File: config.mk
export PLATFORM = sky130hd
export DESIGN_NAME = circle_engine_flat
export DESIGN_NICKNAME = d
export VERILOG_FILES = /design/src/rtl/circle_if.sv /design/src/rtl/circle_engine.sv /design/src/flat_wrapper.sv
export SDC_FILE = /design/constraint.sdc
export NUM_CORES = 1
export LEC_CHECK = 0
export CAP_MARGIN = 15
export CORE_UTILIZATION = 30
export DETAILED_ROUTE_END_ITERATION = 8
export HOLD_SLACK_MARGIN = 0.15
export RECOVER_POWER = 100
export SYNTH_ARGS = -nofsm -noshare
export SYNTH_HDL_FRONTEND = slang
export SYNTH_SLANG_ARGS = --single-unit
File: constraint.sdc
create_clock -name clk -period 11.2 [get_ports clk]
set_input_delay 2.24 -clock clk [delete_from_list [all_inputs] [get_ports clk]]
set_output_delay 2.24 -clock clk [all_outputs]
set_load 0.01 [all_outputs]
File: src/rtl/circle_if.sv
// circle_if: request/response bundle for circle_engine.
//   master (controller side): drives start, centre_x/y, radius, colour,
//     octant_mask, fill; receives done and the vga_* pixel stream.
//   slave (engine side): the mirror image.
interface circle_if #(
  parameter int X_W = 8,
  parameter int Y_W = 7,
  parameter int R_W = 8
);
  logic           start;
  logic [X_W-1:0] centre_x;
  logic [Y_W-1:0] centre_y;
  logic [R_W-1:0] radius;
  logic [2:0]     colour;
  logic [7:0]     octant_mask;
  logic           fill;
  logic           done;
  logic [X_W-1:0] vga_x;
  logic [Y_W-1:0] vga_y;
  logic [2:0]     vga_colour;
  logic           vga_plot;

  modport master (
    output start, centre_x, centre_y, radius, colour, octant_mask, fill,
    input  done, vga_x, vga_y, vga_colour, vga_plot
  );
  modport slave (
    input  start, centre_x, centre_y, radius, colour, octant_mask, fill,
    output done, vga_x, vga_y, vga_colour, vga_plot
  );
endinterface

File: src/rtl/circle_engine.sv
// circle_engine: midpoint-circle rasteriser, one pixel per clock.
// Ports:
//   clk  - rising-edge clock
//   rst  - synchronous active-high reset
//   bus  - circle_if.slave: start/params in, done + vga_x/y/colour/plot out
// Outline mode walks octants k=0..7 per midpoint iteration; octant_mask
// gates the plot strobe, off-screen points are clipped (never wrapped).
// Optional macro CIRCLE_FILL_EN adds span (filled) mode selected by fill.
module circle_engine #(
  parameter int X_W   = 8,
  parameter int Y_W   = 7,
  parameter int R_W   = 8,
  parameter int X_RES = 160,
  parameter int Y_RES = 120
) (
  input logic      clk,
  input logic      rst,
  circle_if.slave  bus
);
  localparam int C_W = ((X_W > Y_W) ? X_W : Y_W) + 2;
  localparam int O_W = R_W + 3;

  localparam logic [1:0] S_IDLE = 2'd0;
  localparam logic [1:0] S_INIT = 2'd1;
  localparam logic [1:0] S_PLOT = 2'd2;
  localparam logic [1:0] S_DONE = 2'd3;

  localparam logic signed [O_W-1:0] S_ONE = O_W'(1);

  logic [1:0]            state;
  logic signed [O_W-1:0] ox, oy, crit;
  logic [2:0]            k;
  logic [X_W-1:0]        cx_q;
  logic [Y_W-1:0]        cy_q;
  logic [2:0]            col_q;
  logic [7:0]            mask_q;

  // midpoint step (next-iteration values)
  logic signed [O_W-1:0] oy_n, ox_n, crit_n;
  logic                  crit_le0, stop, step_now;

  // point generation
  logic signed [O_W-1:0] da, db;
  logic                  xneg, yneg, plot_en;
  logic signed [C_W-1:0] cx_s, cy_s, px, py;
  logic                  on_scr;

`ifdef CIRCLE_FILL_EN
  logic                  fill_q;
  logic signed [O_W-1:0] sx;     // x offset within current span
  logic signed [O_W-1:0] hw;     // half width of current span
  logic                  span_end;
`else
  logic unused_fill;
  assign unused_fill = bus.fill;
`endif

  always_comb begin
    oy_n     = oy + S_ONE;
    crit_le0 = crit[O_W-1] | (crit == '0);
    ox_n     = crit_le0 ? ox : ox - S_ONE;
    crit_n   = crit_le0 ? crit + (oy_n <<< 1) + S_ONE
                        : crit + ((oy_n - ox_n) <<< 1) + S_ONE;
    stop     = oy_n > ox_n;
  end

  always_comb begin
    // octants: odd k swaps the offsets; k=2..5 mirror x; k=4..7 mirror y
    da       = k[0] ? oy : ox;
    db       = k[0] ? ox : oy;
    xneg     = k[2] ^ k[1];
    yneg     = k[2];
    plot_en  = mask_q[k];
    step_now = (state == S_PLOT) && (k == 3'd7);
`ifdef CIRCLE_FILL_EN
    hw       = k[1] ? oy : ox;
    span_end = (sx == hw);
    if (fill_q) begin
      // spans: 0:+oy 1:-oy (width ox), 2:+ox 3:-ox (width oy)
      da       = sx;
      db       = k[1] ? ox : oy;
      xneg     = 1'b0;
      yneg     = k[0];
      plot_en  = 1'b1;
      step_now = (state == S_PLOT) && (k[1:0] == 2'd3) && span_end;
    end
`endif
  end

  always_comb begin
    cx_s   = $signed({{(C_W-X_W){1'b0}}, cx_q});
    cy_s   = $signed({{(C_W-Y_W){1'b0}}, cy_q});
    px     = xneg ? cx_s - C_W'(da) : cx_s + C_W'(da);
    py     = yneg ? cy_s - C_W'(db) : cy_s + C_W'(db);
    on_scr = !px[C_W-1] && (px < C_W'(X_RES)) &&
             !py[C_W-1] && (py < C_W'(Y_RES));
  end

  always_comb begin
    bus.done       = (state == S_DONE);
    bus.vga_plot   = (state == S_PLOT) && plot_en && on_scr;
    bus.vga_x      = '0;
    bus.vga_y      = '0;
    bus.vga_colour = '0;
    if (state == S_PLOT) begin
      bus.vga_x      = px[X_W-1:0];
      bus.vga_y      = py[Y_W-1:0];
      bus.vga_colour = col_q;
    end
  end

  always_ff @(posedge clk) begin
    if (rst) begin
      state  <= S_IDLE;
      ox     <= '0;
      oy     <= '0;
      crit   <= '0;
      k      <= '0;
      cx_q   <= '0;
      cy_q   <= '0;
      col_q  <= '0;
      mask_q <= '0;
`ifdef CIRCLE_FILL_EN
      fill_q <= 1'b0;
      sx     <= '0;
`endif
    end else begin
      case (state)
        S_IDLE: if (bus.start) state <= S_INIT;
        S_INIT: begin
          ox     <= $signed({3'b000, bus.radius});
          oy     <= '0;
          crit   <= S_ONE - $signed({3'b000, bus.radius});
          k      <= '0;
          cx_q   <= bus.centre_x;
          cy_q   <= bus.centre_y;
          col_q  <= bus.colour;
          mask_q <= bus.octant_mask;
`ifdef CIRCLE_FILL_EN
          fill_q <= bus.fill;
          sx     <= -$signed({3'b000, bus.radius});
`endif
          state  <= S_PLOT;
        end
        S_PLOT: begin
`ifdef CIRCLE_FILL_EN
          if (fill_q) begin
            if (!span_end)             sx <= sx + S_ONE;
            else if (k[1:0] != 2'd3) begin
              k  <= k + 3'd1;
              sx <= (k[1:0] == 2'd0) ? -ox : -oy;
            end else begin
              k  <= '0;
              sx <= -ox_n;
            end
          end else
`endif
          k <= k + 3'd1;
          if (step_now) begin
            oy   <= oy_n;
            ox   <= ox_n;
            crit <= crit_n;
            if (stop) state <= S_DONE;
          end
        end
        S_DONE: if (!bus.start) state <= S_IDLE;
        default: state <= S_IDLE;
      endcase
    end
  end
endmodule

File: src/flat_wrapper.sv
// flat-port wrapper written by rule: the top's interface ports become plain ports
module circle_engine_flat 
#(
  parameter int X_W   = 8,
  parameter int Y_W   = 7,
  parameter int R_W   = 8,
  parameter int X_RES = 160,
  parameter int Y_RES = 120
)
  (clk, rst, bus_start, bus_centre_x, bus_centre_y, bus_radius, bus_colour, bus_octant_mask, bus_fill, bus_done, bus_vga_x, bus_vga_y, bus_vga_colour, bus_vga_plot);
  circle_if #(.X_W(X_W), .Y_W(Y_W), .R_W(R_W)) bus_i ();
  input logic clk;
  input logic rst;
  input wire logic [$bits(bus_i.start)-1:0] bus_start;
  input wire logic [$bits(bus_i.centre_x)-1:0] bus_centre_x;
  input wire logic [$bits(bus_i.centre_y)-1:0] bus_centre_y;
  input wire logic [$bits(bus_i.radius)-1:0] bus_radius;
  input wire logic [$bits(bus_i.colour)-1:0] bus_colour;
  input wire logic [$bits(bus_i.octant_mask)-1:0] bus_octant_mask;
  input wire logic [$bits(bus_i.fill)-1:0] bus_fill;
  output wire logic [$bits(bus_i.done)-1:0] bus_done;
  output wire logic [$bits(bus_i.vga_x)-1:0] bus_vga_x;
  output wire logic [$bits(bus_i.vga_y)-1:0] bus_vga_y;
  output wire logic [$bits(bus_i.vga_colour)-1:0] bus_vga_colour;
  output wire logic [$bits(bus_i.vga_plot)-1:0] bus_vga_plot;
  assign bus_i.start = bus_start;
  assign bus_i.centre_x = bus_centre_x;
  assign bus_i.centre_y = bus_centre_y;
  assign bus_i.radius = bus_radius;
  assign bus_i.colour = bus_colour;
  assign bus_i.octant_mask = bus_octant_mask;
  assign bus_i.fill = bus_fill;
  assign bus_done = bus_i.done;
  assign bus_vga_x = bus_i.vga_x;
  assign bus_vga_y = bus_i.vga_y;
  assign bus_vga_colour = bus_i.vga_colour;
  assign bus_vga_plot = bus_i.vga_plot;
  circle_engine #(.X_W(X_W), .Y_W(Y_W), .R_W(R_W), .X_RES(X_RES), .Y_RES(Y_RES)) u_core (.clk(clk), .rst(rst), .bus(bus_i));
endmodule
==> key figures <==
Run status
  – Status: complete, but fails checks
  – Violations in the final reports: max-capacitance violations, max-slew violations

Timing
  – Fin Setup TNS: 0 ns
  – Final hold vios: 0
  – Final Critical Period: just under 8 ns
  – Clock Skew: 0.00916 ns
  – Slew @ Worst Pin: 3.17 ns
  – Peak Freq: 127 MHz
  – Slew Limit Fails: 216
  – Max_slew headroom: -112%
  – Tcrit/Tclk final: 70.3%
  – Final setup vio count: 0
  – RSZ-0062 raised after global routing: no

Logic synthesis
  – Adder-Cell Fraction of Synth Area: 13.4%
  – #FFs+latches synth: 64
  – Top FF cell, synth: dfxtp_1
  – Sequential area share after synthesis: 20.8%
  – Cell taking the most area after synthesis: dfxtp_1
  – Xor/xnor share of the synthesized area: 10.4%
  – Yosys top cell area share: 20.8%
  – Post-Syn Area: 6150 um^2
  – Post-Synth Simple-Gate Area: 21.2%
  – Async SR Flop Fraction: 0%
  – Synth unique cells: 62
  – Synth Area per Inst: ~8 um^2
  – Compound-Gate Fraction of Synth Area: 19.4%
  – Syn_nets: 890
  – Largest family of logic cells by synthesized area: simple AND/OR/NAND/NOR gates
  – Area contributors post-synth: dfxtp_1 21%, ha_1 12%, mux2i_1 8.0%
  – Mux cell area share after synthesis: 9.29%
  – Yosys warnings: 0
  – Gate Count Post-Synth: 789
  – EDFF count, synth: 0

Setup path
  – WS Path Type: flop to primary output
  – Crit path cell chain: mux2i_1, ha_1, o21ai_0, nand2_1, xnor2_1, ha_1, o21ai_0, a21oi_1, o311a_1, or2_2, a211oi_1, a41oi_1, a2111oi_2, dlygate4sd3_1
  – Startpoint class of the critical path: flop
  – R2r startpoint: u_core.crit[6]$_SDFFE_PP0P_
  – CP Data Required Time: around 9 ns
  – CP arrival: 5.63 ns
  – Buf+Inv Stages, Crit Path: 1
  – Max incr delay on CP: 1.67 ns
  – Crit path from: u_core.k[0]$_SDFFE_PP0P_
  – CP top delay family: flip-flops
  – Highest-delay cell along the critical path: dfxtp_1
  – Critical path endpoint category: primary output
  – CP Max Fanout: between 40 and 50

Clock network
  – CTS Hold Buffers Added: 0
  – Clock tree root buffer cell: clkbuf_16
  – CTS Sinks: 64
  – Clock slew at reported path FFs: 0.06 ns
  – Cts bufs inserted: 9
  – Max H-tree Level: 3
  – TritonCTS clock tree: yes
  – Worst skew pair latency: between 0.3 and 0.4 ns
  – Resize count post-CTS: 0
  – Clock Path Buffers: 2
  – Post-CTS setup buffer count: 0

Global routing
  – GRT Residual Overflow: 0
  – GRT Util Overall: 15.5%
  – Global-route wire length before repair: 26.3 mm
  – Vias in the first global route: approximately 5,000
  – Antenna violations before repair: 0
  – Largest net degree at the start of global routing: 65

Final layout
  – Final net count: approximately 910
  – Cell Count, Final, Fillers Out: 1,088
  – Area delta synth->final: 15.9%
  – # diodes: 0
  – Share of layout cells above drive strength 1: 4.65%

Drt
  – Number of remaining DRC errors: 0
  – Via/cell ratio: 5.09
  – Drt pass-1 iters: 5
  – Final WL: roughly 16 mm
  – Wirelength per Cell: about 15 um
  – Antenna Nets Post-Route: 0
  – Initial DRC count: 306
  – Via count: 5,538

Floorplan
  – Die Area: between 20,000 and 25,000 um^2
  – # rows: 52
  – Die Y: 145 um
  – Die W: 145 um
  – Initial Util: between 30% and 40%
  – Ports: 58
  – Core box area: 20,200 um^2

Place
  – Final GP Congestion: 0.853
  – Placed wire-length estimate: 11.8 mm
  – Dpl cells: about 1,100
  – PortBufs: 56

Power
  – Pleak: 2.84 nW
  – Peak VDD IR: roughly 0.13 mV
  – Pwr dens: 348 nW/um^2

Worst hold path
  – HP Start: u_core.col_q[2]$_SDFFE_PP0P_
  – Worst hold path class: flop to flop

Flow run
  – Maxcap violations: 5
==> cells by family (layout without fill, tap and decap cells) <==
group	Yosys count	in the layout
multiplexers	54	54
buffers and inverters	78	107
flip-flops	64	64
AND/OR/NAND/NOR	275	275
AO/OA/AOI/OAI	182	182
XOR/XNOR	73	73
adder cells (fa/ha/maj)	63	63
==> synthesized netlist by cell type, types with 9 or more instances <==
library cell	count
xnor2_1	37
nand2b_1	10
nand2_1	56
mux2i_1	49
inv_1	30
dfxtp_1	64
a21o_1	9
nor2_1	101
and2_1	11
clkbuf_1	30
ha_1	58
nor3_1	31
a311oi_1	11
a21oi_1	61
nand3_1	21
xor2_1	36
o21ai_0	29
a211oi_1	10
nor2b_1	10
==> final cells by class <==
cell class,instances,area (um^2)
fillers,2157,13000
multi-input cells,647,4540
flip-flops and latches,64,1280
repair buffers,61,578
well taps,270,338
clock buffers,10,239
inverters,30,113
clock inverters,6,43.8
==> metal layers <==
layer,vias up,GRT usage (%),wire length [um]
met5,-,0,0
met4,0,4.47,197
met3,12,2.08,509
met2,98,24.8,7370
met1,2568,21.7,8070
li1,2860,-,-
==> through the flow <==
step	util [%]	hold slack (ns)	power [mW]	instance area, um^2	setup WS, ns
2_1_floorplan	-	0.452	1.83	6150	5.21
3_3_place_gp	34.1	0.466	2.19	6870	4.51
3_5_place_dp	34.1	0.478	2.21	6870	4.47
4_1_cts	35.5	0.494	2.50	7160	4.10
5_1_grt	35.4	0.517	2.73	7130	2.83
6_report	35.4	0.488	2.48	7130	3.33
==> report_power, final <==
part	switching (mW)	total (mW)	internal, mW
logic	1.04	1.85	0.810
registers	0.0772	0.357	0.280
clock network	0.118	0.274	0.157
total	1.24	2.48	1.25
==> registers in the layout, summed over array words and instances, names as in the netlist <==
signal	flops
u_core.mask_q	8
u_core.oy	11
u_core.cy_q	7
u_core.state	2
u_core.cx_q	8
u_core.col_q	3
u_core.crit	11
u_core.k	3
u_core.ox	11
==> worst reg2reg max path: cells and delay by family, from the launching register on <==
kind            cells  cell delay [ns]
fa+ha+maj           3             0.82
simple gates        3             0.49
flops               1             0.42
xor+xnor            3             0.46
compound gates      7             2.71
mux                 1             0.09
buf+inv             2             0.54
==> path summary, 6_finish.rpt <==
path                                                endpoint  slack [ns]  cells after the start
worst min register to register  u_core.col_q[2]$_SDFFE_PP0P_        0.49                      2
worst min-delay path            u_core.col_q[2]$_SDFFE_PP0P_        0.49                      2
worst max-delay path                            bus_vga_plot        3.33                     14
worst max register to register   u_core.crit[8]$_SDFFE_PP0P_        5.44                     19
==> cell usage in the layout (no fill, tap or decap), drive strengths merged, types with 4 or more instances in the layout <==
master         Yosys  final
a211oi            10     10
o21bai             4      4
o31ai              7      7
and2              11     11
ha                58     58
xnor2             37     37
a41oi              5      5
clkbuf            30     14
or2                6      6
nor2b             10     10
a21oi             61     61
fa                 5      5
nand2b            10     10
nand3             21     21
a22oi              4      4
clkinv             0      4
xor2              36     36
o211ai             4      4
nor2             101    101
or3                4      4
nand4              5      5
o21a               6      6
nor3              34     34
a21o               9      9
o2111ai            4      4
dlygate4sd3        0     14
nand2             56     56
clkdlybuf4s50      0     41
dfxtp             64     64
o21ai             31     31
nor4               4      4
mux2i             50     50
a311oi            11     11
a31oi              7      7
and3               6      6
inv               30     31
No activity file was read; power rests on OpenSTA's default activity.
